$ cat src/rtl/scoreboard.sv
// Scoreboard: circular buffer tracking in-flight instructions from decode to in-order commit,
// capturing writebacks and providing operand forwarding and destination clobber information.
package scoreboard_pkg;
  localparam int NR_SB_ENTRIES = 4;
  localparam int NR_WB_PORTS   = 2;
  localparam int TRANS_ID_BITS = $clog2(NR_SB_ENTRIES);

  typedef struct packed {
    logic [63:0] cause;
    logic [63:0] tval;
    logic        valid;
  } exception;

  typedef struct packed {
    logic [63:0]              pc;
    logic [TRANS_ID_BITS-1:0] trans_id;
    logic [3:0]               fu;
    logic [7:0]               op;
    logic [4:0]               rs1;
    logic [4:0]               rs2;
    logic [4:0]               rd;
    logic [63:0]              result;
    logic                     valid;
    exception                 ex;
  } scoreboard_entry;
endpackage

module scoreboard
  import scoreboard_pkg::scoreboard_entry, scoreboard_pkg::exception, scoreboard_pkg::TRANS_ID_BITS;
#(
  parameter int NR_ENTRIES  = scoreboard_pkg::NR_SB_ENTRIES,
  parameter int NR_WB_PORTS = scoreboard_pkg::NR_WB_PORTS
) (
  input  logic                                      clk_i,
  input  logic                                      rst_i,
  input  logic                                      flush_i,
  output logic                                      full_o,
  input  scoreboard_entry                           decoded_instr_i,
  input  logic                                      decoded_instr_valid_i,
  output logic                                      decoded_instr_ack_o,
  output scoreboard_entry                           issue_instr_o,
  output logic                                      issue_instr_valid_o,
  input  logic                                      issue_ack_i,
  output logic [31:0]                               rd_clobber_o,
  input  logic [4:0]                                rs1_i,
  input  logic [4:0]                                rs2_i,
  output logic [63:0]                               rs1_o,
  output logic [63:0]                               rs2_o,
  output logic                                      rs1_valid_o,
  output logic                                      rs2_valid_o,
  input  logic [NR_WB_PORTS-1:0][TRANS_ID_BITS-1:0] trans_id_i,
  input  logic [NR_WB_PORTS-1:0][63:0]              wdata_i,
  input  exception [NR_WB_PORTS-1:0]                ex_i,
  input  logic [NR_WB_PORTS-1:0]                    wb_valid_i,
  output scoreboard_entry                           commit_instr_o,
  output logic                                      commit_valid_o,
  input  logic                                      commit_ack_i
);

  localparam logic [TRANS_ID_BITS:0] FULL_COUNT = (TRANS_ID_BITS+1)'(NR_ENTRIES);

  scoreboard_entry          mem [NR_ENTRIES];
  logic [NR_ENTRIES-1:0]    occupied;
  logic [TRANS_ID_BITS-1:0] head;
  logic [TRANS_ID_BITS-1:0] tail;
  logic [TRANS_ID_BITS:0]   count;
  logic                     issue_fire;
  logic                     commit_fire;
  scoreboard_entry          alloc_entry;

  // Slot index 'offset' positions after 'base', wrapping modulo the buffer depth.
  function automatic logic [TRANS_ID_BITS-1:0] age_idx(input logic [TRANS_ID_BITS-1:0] base,
                                                       input int offset);
    return TRANS_ID_BITS'((int'(base) + offset) % NR_ENTRIES);
  endfunction

  // Handshakes: a transfer happens only in a cycle where the offering side's valid and the
  // taking side's ack are both high. Issue: issue_instr_valid_o / issue_ack_i, reported back to
  // decode as decoded_instr_ack_o. Commit: commit_valid_o / commit_ack_i. An ack without valid
  // has no effect; valid never depends on the ack of the same channel.
  assign full_o              = (count == FULL_COUNT);
  assign issue_instr_valid_o = decoded_instr_valid_i & ~full_o & ~flush_i;
  assign decoded_instr_ack_o = issue_instr_valid_o & issue_ack_i;
  assign issue_fire          = decoded_instr_ack_o;

  always_comb begin
    issue_instr_o          = decoded_instr_i;
    issue_instr_o.trans_id = tail;
  end

  // A newly allocated slot starts with no result and no exception.
  always_comb begin
    alloc_entry          = issue_instr_o;
    alloc_entry.valid    = 1'b0;
    alloc_entry.ex.valid = 1'b0;
  end

  assign commit_instr_o = mem[head];
  assign commit_valid_o = occupied[head] & mem[head].valid;
  assign commit_fire    = commit_valid_o & commit_ack_i;

  always_ff @(posedge clk_i) begin
    if (rst_i || flush_i) begin
      head     <= '0;
      tail     <= '0;
      count    <= '0;
      occupied <= '0;
    end else begin
      if (issue_fire) begin
        occupied[tail] <= 1'b1;
        tail           <= age_idx(tail, 1);
      end
      if (commit_fire) begin
        occupied[head] <= 1'b0;
        head           <= age_idx(head, 1);
      end
      if (issue_fire && !commit_fire) begin
        count <= count + 1'b1;
      end else if (commit_fire && !issue_fire) begin
        count <= count - 1'b1;
      end
    end
  end

  // Later ports override earlier ones when two writebacks target the same slot.
  always_ff @(posedge clk_i) begin
    if (!rst_i && !flush_i) begin
      if (issue_fire) begin
        mem[tail] <= alloc_entry;
      end
      for (int p = 0; p < NR_WB_PORTS; p++) begin
        if (wb_valid_i[p] && occupied[trans_id_i[p]]) begin
          mem[trans_id_i[p]].result <= wdata_i[p];
          mem[trans_id_i[p]].valid  <= 1'b1;
          if (ex_i[p].valid) begin
            mem[trans_id_i[p]].ex <= ex_i[p];
          end
        end
      end
    end
  end

  always_comb begin
    rd_clobber_o = '0;
    for (int i = 0; i < NR_ENTRIES; i++) begin
      if (occupied[i] && !mem[i].valid) begin
        rd_clobber_o[mem[i].rd] = 1'b1;
      end
    end
    rd_clobber_o[0] = 1'b0;
  end

  // Walk oldest to youngest so the youngest matching producer is the last to assign.
  always_comb begin
    rs1_o       = '0;
    rs1_valid_o = 1'b0;
    rs2_o       = '0;
    rs2_valid_o = 1'b0;
    for (int i = 0; i < NR_ENTRIES; i++) begin
      if (occupied[age_idx(head, i)] && rs1_i != 5'd0 && mem[age_idx(head, i)].rd == rs1_i) begin
        rs1_valid_o = mem[age_idx(head, i)].valid;
        rs1_o       = mem[age_idx(head, i)].valid ? mem[age_idx(head, i)].result : '0;
      end
      if (occupied[age_idx(head, i)] && rs2_i != 5'd0 && mem[age_idx(head, i)].rd == rs2_i) begin
        rs2_valid_o = mem[age_idx(head, i)].valid;
        rs2_o       = mem[age_idx(head, i)].valid ? mem[age_idx(head, i)].result : '0;
      end
    end
  end

endmodule

$ cat config.mk
export PLATFORM = sky130hd
export DESIGN_NAME = scoreboard
export DESIGN_NICKNAME = d
export VERILOG_FILES = /design/src/rtl/scoreboard.sv
export SDC_FILE = /design/constraint.sdc
export NUM_CORES = 2
export LEC_CHECK = 0
export BUFFER_PORTS_ARGS = -buffer_cell sky130_fd_sc_hd__buf_2
export CAP_MARGIN = 20
export CORE_AREA = 2 2 552 554
export CTS_BUF_LIST = sky130_fd_sc_hd__clkbuf_8
export CTS_CLUSTER_SIZE = 20
export DETAILED_ROUTE_END_ITERATION = 7
export DIE_AREA = 0 0 554 556
export GPL_TIMING_DRIVEN = 0
export PLACE_DENSITY = 0.47
export SLEW_MARGIN = 20
export SYNTH_ARGS = -nofsm -noshare
export SYNTH_HDL_FRONTEND = slang
export SYNTH_SLANG_ARGS = --single-unit
$ cat constraint.sdc
create_clock -name clk_i -period 6.4 [get_ports clk_i]
set_input_delay 0.64 -clock clk_i [delete_from_list [all_inputs] [get_ports clk_i]]
set_output_delay 0.64 -clock clk_i [all_outputs]
set_load 0.02 [all_outputs]
After elaboration in Yosys (flattened, before gate mapping)
Memory sizes are Yosys's and may differ from the RTL's. A register that Yosys moved wholly into a read port is not among the register bits.
Cells that the tools add are included.
{"block": "totals", "input_bits": 695, "latchBits": 0, "regBits": 11, "mem_bits_ro": 0, "output_inout_bits": 740, "mem_count": 1, "ramBits": 1148, "elab_cells": 165}
{"block": "classes", "shift": 0, "div": 0, "n_reduce_logical": 43, "bitwise": 13, "addsub": 6, "mux": 72, "eq_ne": 9, "magnitude_cmp": 17, "multipliers": 0}
{"memory": "mem", "depth": 4, "word_bits": 287, "rd": 8, "rd_ports_with_merged_regs": 1, "wr": 3, "line": "62", "text": "scoreboard_entry mem [NR_ENTRIES];"}
{"operator": "two-way mux 64 bit", "count": 12}
{"operator": "two-way mux 32 bit", "count": 4}
{"operator": "OR 32 bit", "count": 3}
{"operator": "== test 5 bit", "count": 8}
{"operator": "two-way mux 1 bit", "count": 37}
{"operator": "logical AND 1 bit", "count": 31}
{"operator": "< comparator 5 x 6 -> 1 bit, second input constant", "count": 4}
{"operator": "< comparator 2 x 3 -> 1 bit, second input constant", "count": 7}
{"operator": "demux 1 bit (select 5 bit)", "count": 4}
{"operator": "greater-or-equal comparator 5 x 1 -> 1 bit, second input constant", "count": 4}
{"operator": "binary-select mux 1 bit (select 2 bit)", "count": 6}
{"operator": "two-way mux 4 bit", "count": 3}
{"operator": "nonzero test 5 bit", "count": 2}
{"operator": "logical NOT 1 bit", "count": 8}
{"operator": "two-way mux 3 bit", "count": 2}
{"operator": "AND 1 bit", "count": 5}
{"operator": "adder 2 x 1 -> 2 bit, second input constant", "count": 2}
{"operator": "adder 2 bit, second input constant", "count": 2}
{"operator": "AND 4 bit", "count": 1}
{"operator": "demux 1 bit (select 2 bit)", "count": 2}
{"operator": "greater-or-equal comparator 2 x 1 -> 1 bit, second input constant", "count": 2}
{"operator": "two-way mux 2 bit", "count": 2}
{"operator": "inverter 4 bit", "count": 1}
{"operator": "OR 4 bit", "count": 1}
{"operator": "6 further kinds", "count": 7}

Longest topological paths before layout
An unclocked memory read counts as a cell.
{"block": "logic_depth", "ltp_word": 12, "ltp_mapped": 17, "ltp_nobuf": 10}

Worst setup path after synthesis
OpenSTA, ideal clock, no wires.
{"block": "synth_timing", "kind": "input -> register", "from": "input flush_i", "to": "memory mem[1][130] in the netlist's numbering (enable)", "path_stages": 7, "n_path_buf": 1, "t_required_ps": 5976, "t_arrival_ps": 6181, "setup_slack_ps": -205, "path_cell_list": "nor3b_1 nand2_1 nor2_1 nand2_1 inv_1 clkbuf_1 or3_1"}
{"item": "start, declared", "line": "36", "text": "input logic flush_i,"}
{"item": "end, declared", "line": "62"}

Worst setup path in the final report
{"block": "layout_timing", "from": "register head[1]", "to": "output rs1_o[0]"}
{"block": "layout_between", "elab_chain_cells": 8, "elab_cells_between_ends": 30, "classes_between": "add/sub: 3; eq/ne: 3; mux: 15; reduce/logical: 8; memory: 1"}
{"item": "start, declared", "line": "64", "text": "logic [TRANS_ID_BITS-1:0] head;"}
{"item": "start signal, assigned", "line": "115", "text": "head <= age_idx(head, 1);"}
{"item": "parallel branches: the longest is 7 deep, another holds memory read (4 x 287 bit)"}
{"item": "two-way mux 64 bit (*)", "line": "160", "text": "if (occupied[age_idx(head, i)] && rs1_i != 5'd0 && mem[age_idx(head, i)].rd == rs1_i) begin"}
{"item": "end, declared", "line": "47", "text": "output logic [63:0] rs1_o,"}
Mark *: on every way between the ends. The select of a mux whose other input is x is not followed.

==> metrics.cfg <==
[run_status]
status = completed

[finish]
final_cell_mix = buf_2 (1496), edfxtp_1 (1144), dlygate4sd3_1 (708)
post_route_cells_drive_above_1_share_pct = 33.6
layout_commonest_cell = buf_2
final_area_sq_um = 96600
area_growth_pct = 36.6
layout.cells.non_filler = 12500
fin_nets = 8888
post-route-util_pct = 32.0

[critical_path]
cpPeakStageDelay_ps = 510
r2r_start = occupied[3]
path_cells = clkbuf_16, clkbuf_8, clkbuf_16, inv_1, ha_4, buf_6, buf_6, mux4_2, xor2_1, nor4_1, nand4_1, buf_12, clkbuf_2, buf_4, o22ai_1, buf_2
worstReg2RegEnd = mem[3][59]
endpoint_kind = output port
worst-endpoint-arrival_ps = 5600
reg2regPathDepth = 12
cpLargestDelayFamily = buffers and inverters
critPathKind = reg -> out
crit_path_start = head[1]
start_kind = register
cp.required_ps = 5760
rrSetupSlack_ps = 1140
worstPathBufferInverterCount = 10
crit_fanout = 10
crit_path_top_delay_cell = o22ai_1

[place]
dp_cells = 11200
gp_congestion = 0.979
dp_slack_ps = -2060
dpl.hpwl_um = 338000
io_buffers = 1420
place_area_sq_um = 83900

[clock_tree]
numCtsBuffers = 226
cts.sinks = 1161
cts_max_path_buffers = 4
cts_tree = yes
cts-htree-levels = 4
cts-root-buf = clkbuf_8
clk_latency_ps = 1020
clk_pin_slew_ps = 60

[global_route]
antenna_found_initial = 190
grt_pass1_vias = 67200
grt_max_degree = 69
grt-ovfl-total = 0
gr-usage-all-layers_pct = 27.2
grt_pass1_wl_um = 584000

[power]
power.density_nw_per_um2 = 180
p_leak_nw = 37.4
vdd_ir_drop_max_mv = 0.168

[yosys]
synth_edf_count = 1144
synth_warnings = 0
syn_avg_cell_area_sq_um = 12.2
synthesis.nets = 6483
synth_area_sq_um = 70700
yosysSeqAreaShare_pct = 49.1
netlist_instances = 5778
ys_types = 65
ys_ff_latch = 1161
ys.flop_type = edfxtp_1
synthArstFlopShare_pct = 0

[floorplanning]
core_area_sq_um = 302000
die_w_um = 554
floorplan.rows = 202
fp.dieH_um = 556
initial_core_util_pct = 23.4
die_area_sq_um = 308000
pin_count = 1435

[timing]
hold_viol_final = 0
period_share_pct = 97.6
rsz0062_at_grt = no
layout_min_cycle_time_ps = 6240
relSlewSlack_pct = 10.3
fmax_mhz = 160
worst_pin_slew_ps = 1350
skew_ps = 118
setup_viol = 0
drv_slew = 0
setup_tns_ps = 0
timing.final.ws_setup_ps = 156

[hold_path]
hp-start = wdata_i[38]
min_path_type = in -> reg
hold_depth = 3
hold_end = mem[0][168]

[drt]
firstDrtPassIters = 8
vias_per_cell = 5.50
vias = 68600
wl_per_cell_um = 35.1
drt_first_iter_violations = 7740
drcViolationCount = 0
antenna_left = 0
drt_wl_total_um = 438000

[job]
max_cap_viol_count = 0

==> power by group <==
part	internal [W]	switching, W
clock network	0.00373	0.00364
logic	0.000646	0.00100
registers	0.00832	0.0000166
==> synth_stat cells (15+ instances only) <==
| cell | number | area [sq um] |
|---|---|---|
| o2111a_1 | 46 | 518 |
| mux2_2 | 48 | 541 |
| a22o_1 | 511 | 4480 |
| a22oi_1 | 15 | 113 |
| nand3_1 | 145 | 726 |
| a211oi_1 | 65 | 488 |
| o31ai_1 | 54 | 405 |
| o221ai_1 | 27 | 236 |
| and3_1 | 138 | 863 |
| o211ai_1 | 50 | 375 |
| buf_1 | 76 | 285 |
| a31oi_1 | 128 | 801 |
| o22ai_1 | 134 | 838 |
| inv_1 | 45 | 169 |
| a21oi_1 | 207 | 1040 |
| xnor2_1 | 29 | 254 |
| buf_2 | 76 | 380 |
| edfxtp_1 | 1144 | 34400 |
| nor2_1 | 167 | 627 |
| mux4_2 | 445 | 10000 |
| o21ai_1 | 89 | 445 |
| and2_1 | 57 | 357 |
| a21o_1 | 511 | 3840 |
| a221oi_1 | 18 | 158 |
| o21ai_0 | 165 | 826 |
| dfxtp_1 | 17 | 340 |
| nand2_1 | 445 | 1670 |
| clkbuf_1 | 429 | 1610 |
| xor2_1 | 17 | 149 |
| nor2b_1 | 18 | 113 |
| buf_4 | 290 | 2180 |
| mux2i_1 | 56 | 561 |
==> final cells by class <==
cell class | count | area, sq um
sequential | 1161 | 34700
clock buffer | 230 | 3170
inverter | 46 | 173
multi-input combinational | 3696 | 32100
buffer | 873 | 4800
clock inverter | 182 | 1110
fill | 31000 | 205000
antenna | 119 | 298
timing repair buffer | 2179 | 15200
tap | 3978 | 4980
==> per-layer routing <==
layer	global-route usage [%]	vias up	routed length, um
li1	-	27900	-
met1	32.2	34800	161000
met2	43.6	4627	201000
met3	8.44	1113	47100
met4	15.5	108	28700
met5	0	-	704
==> state kept, by name, indices dropped and copies added (netlist names), named ones only <==
signal	cells
occupied	4
mem	1148
head	2
tail	2
count	3
==> worst reg2reg max path, delay by kind of cell, from the launching register on <==
family / cells / cell delay [ps]
buffers and inverters: 7 / 3350
AND/OR/NAND/NOR: 3 / 860
AO/OA/AOI/OAI: 2 / 420
flip-flops: 1 / 340
==> how the worst max path moves through the flow <==
stage	to	slack [ps]	cells after the start
finish	rs1_o[0]	160	16
floorplan	mem[3][0]	470	6
global route	rs1_o[24]	50	18
CTS	commit_instr_o[221]	20	7
global placement	mem[3][40]	-5170	7
detailed placement	rs1_o[55]	-2060	18
==> what timing repair did <==
action	in CTS	in global routing
setup endpoints to repair	130	38
setup buffers	6	0
cloned	0	0
gates resized for setup	220	15
hold buffers	708	0
endpoints found under the hold margin	973	0
pin swaps	16	4
==> kinds of logic (layout without fill, tap and decap cells) <==
kind of cell               Yosys count  count (layout)  synth area share, %
and+or+nand+nor                   1046            1046                 6.91
DFF                               1161            1161                 49.1
other                                1             120              0.00530
AOI/OAI and AO/OA                 2043            2043                 20.9
xor gates and xnor gates            46              46                0.570
adders and majority gates           10              10                0.188
buffers and inverters              921            3510                 6.60
muxes                              550             550                 15.8
==> through the flow <==
step	hold WS [ps]	power [W]
after floorplan	453	0.00896
after global placement	468	0.00982
after detailed placement	510	0.00983
after CTS	0.269	0.0175
after global routing	31.6	0.0178
final	107	0.0174
No activity file was read; power rests on OpenSTA's default activity.
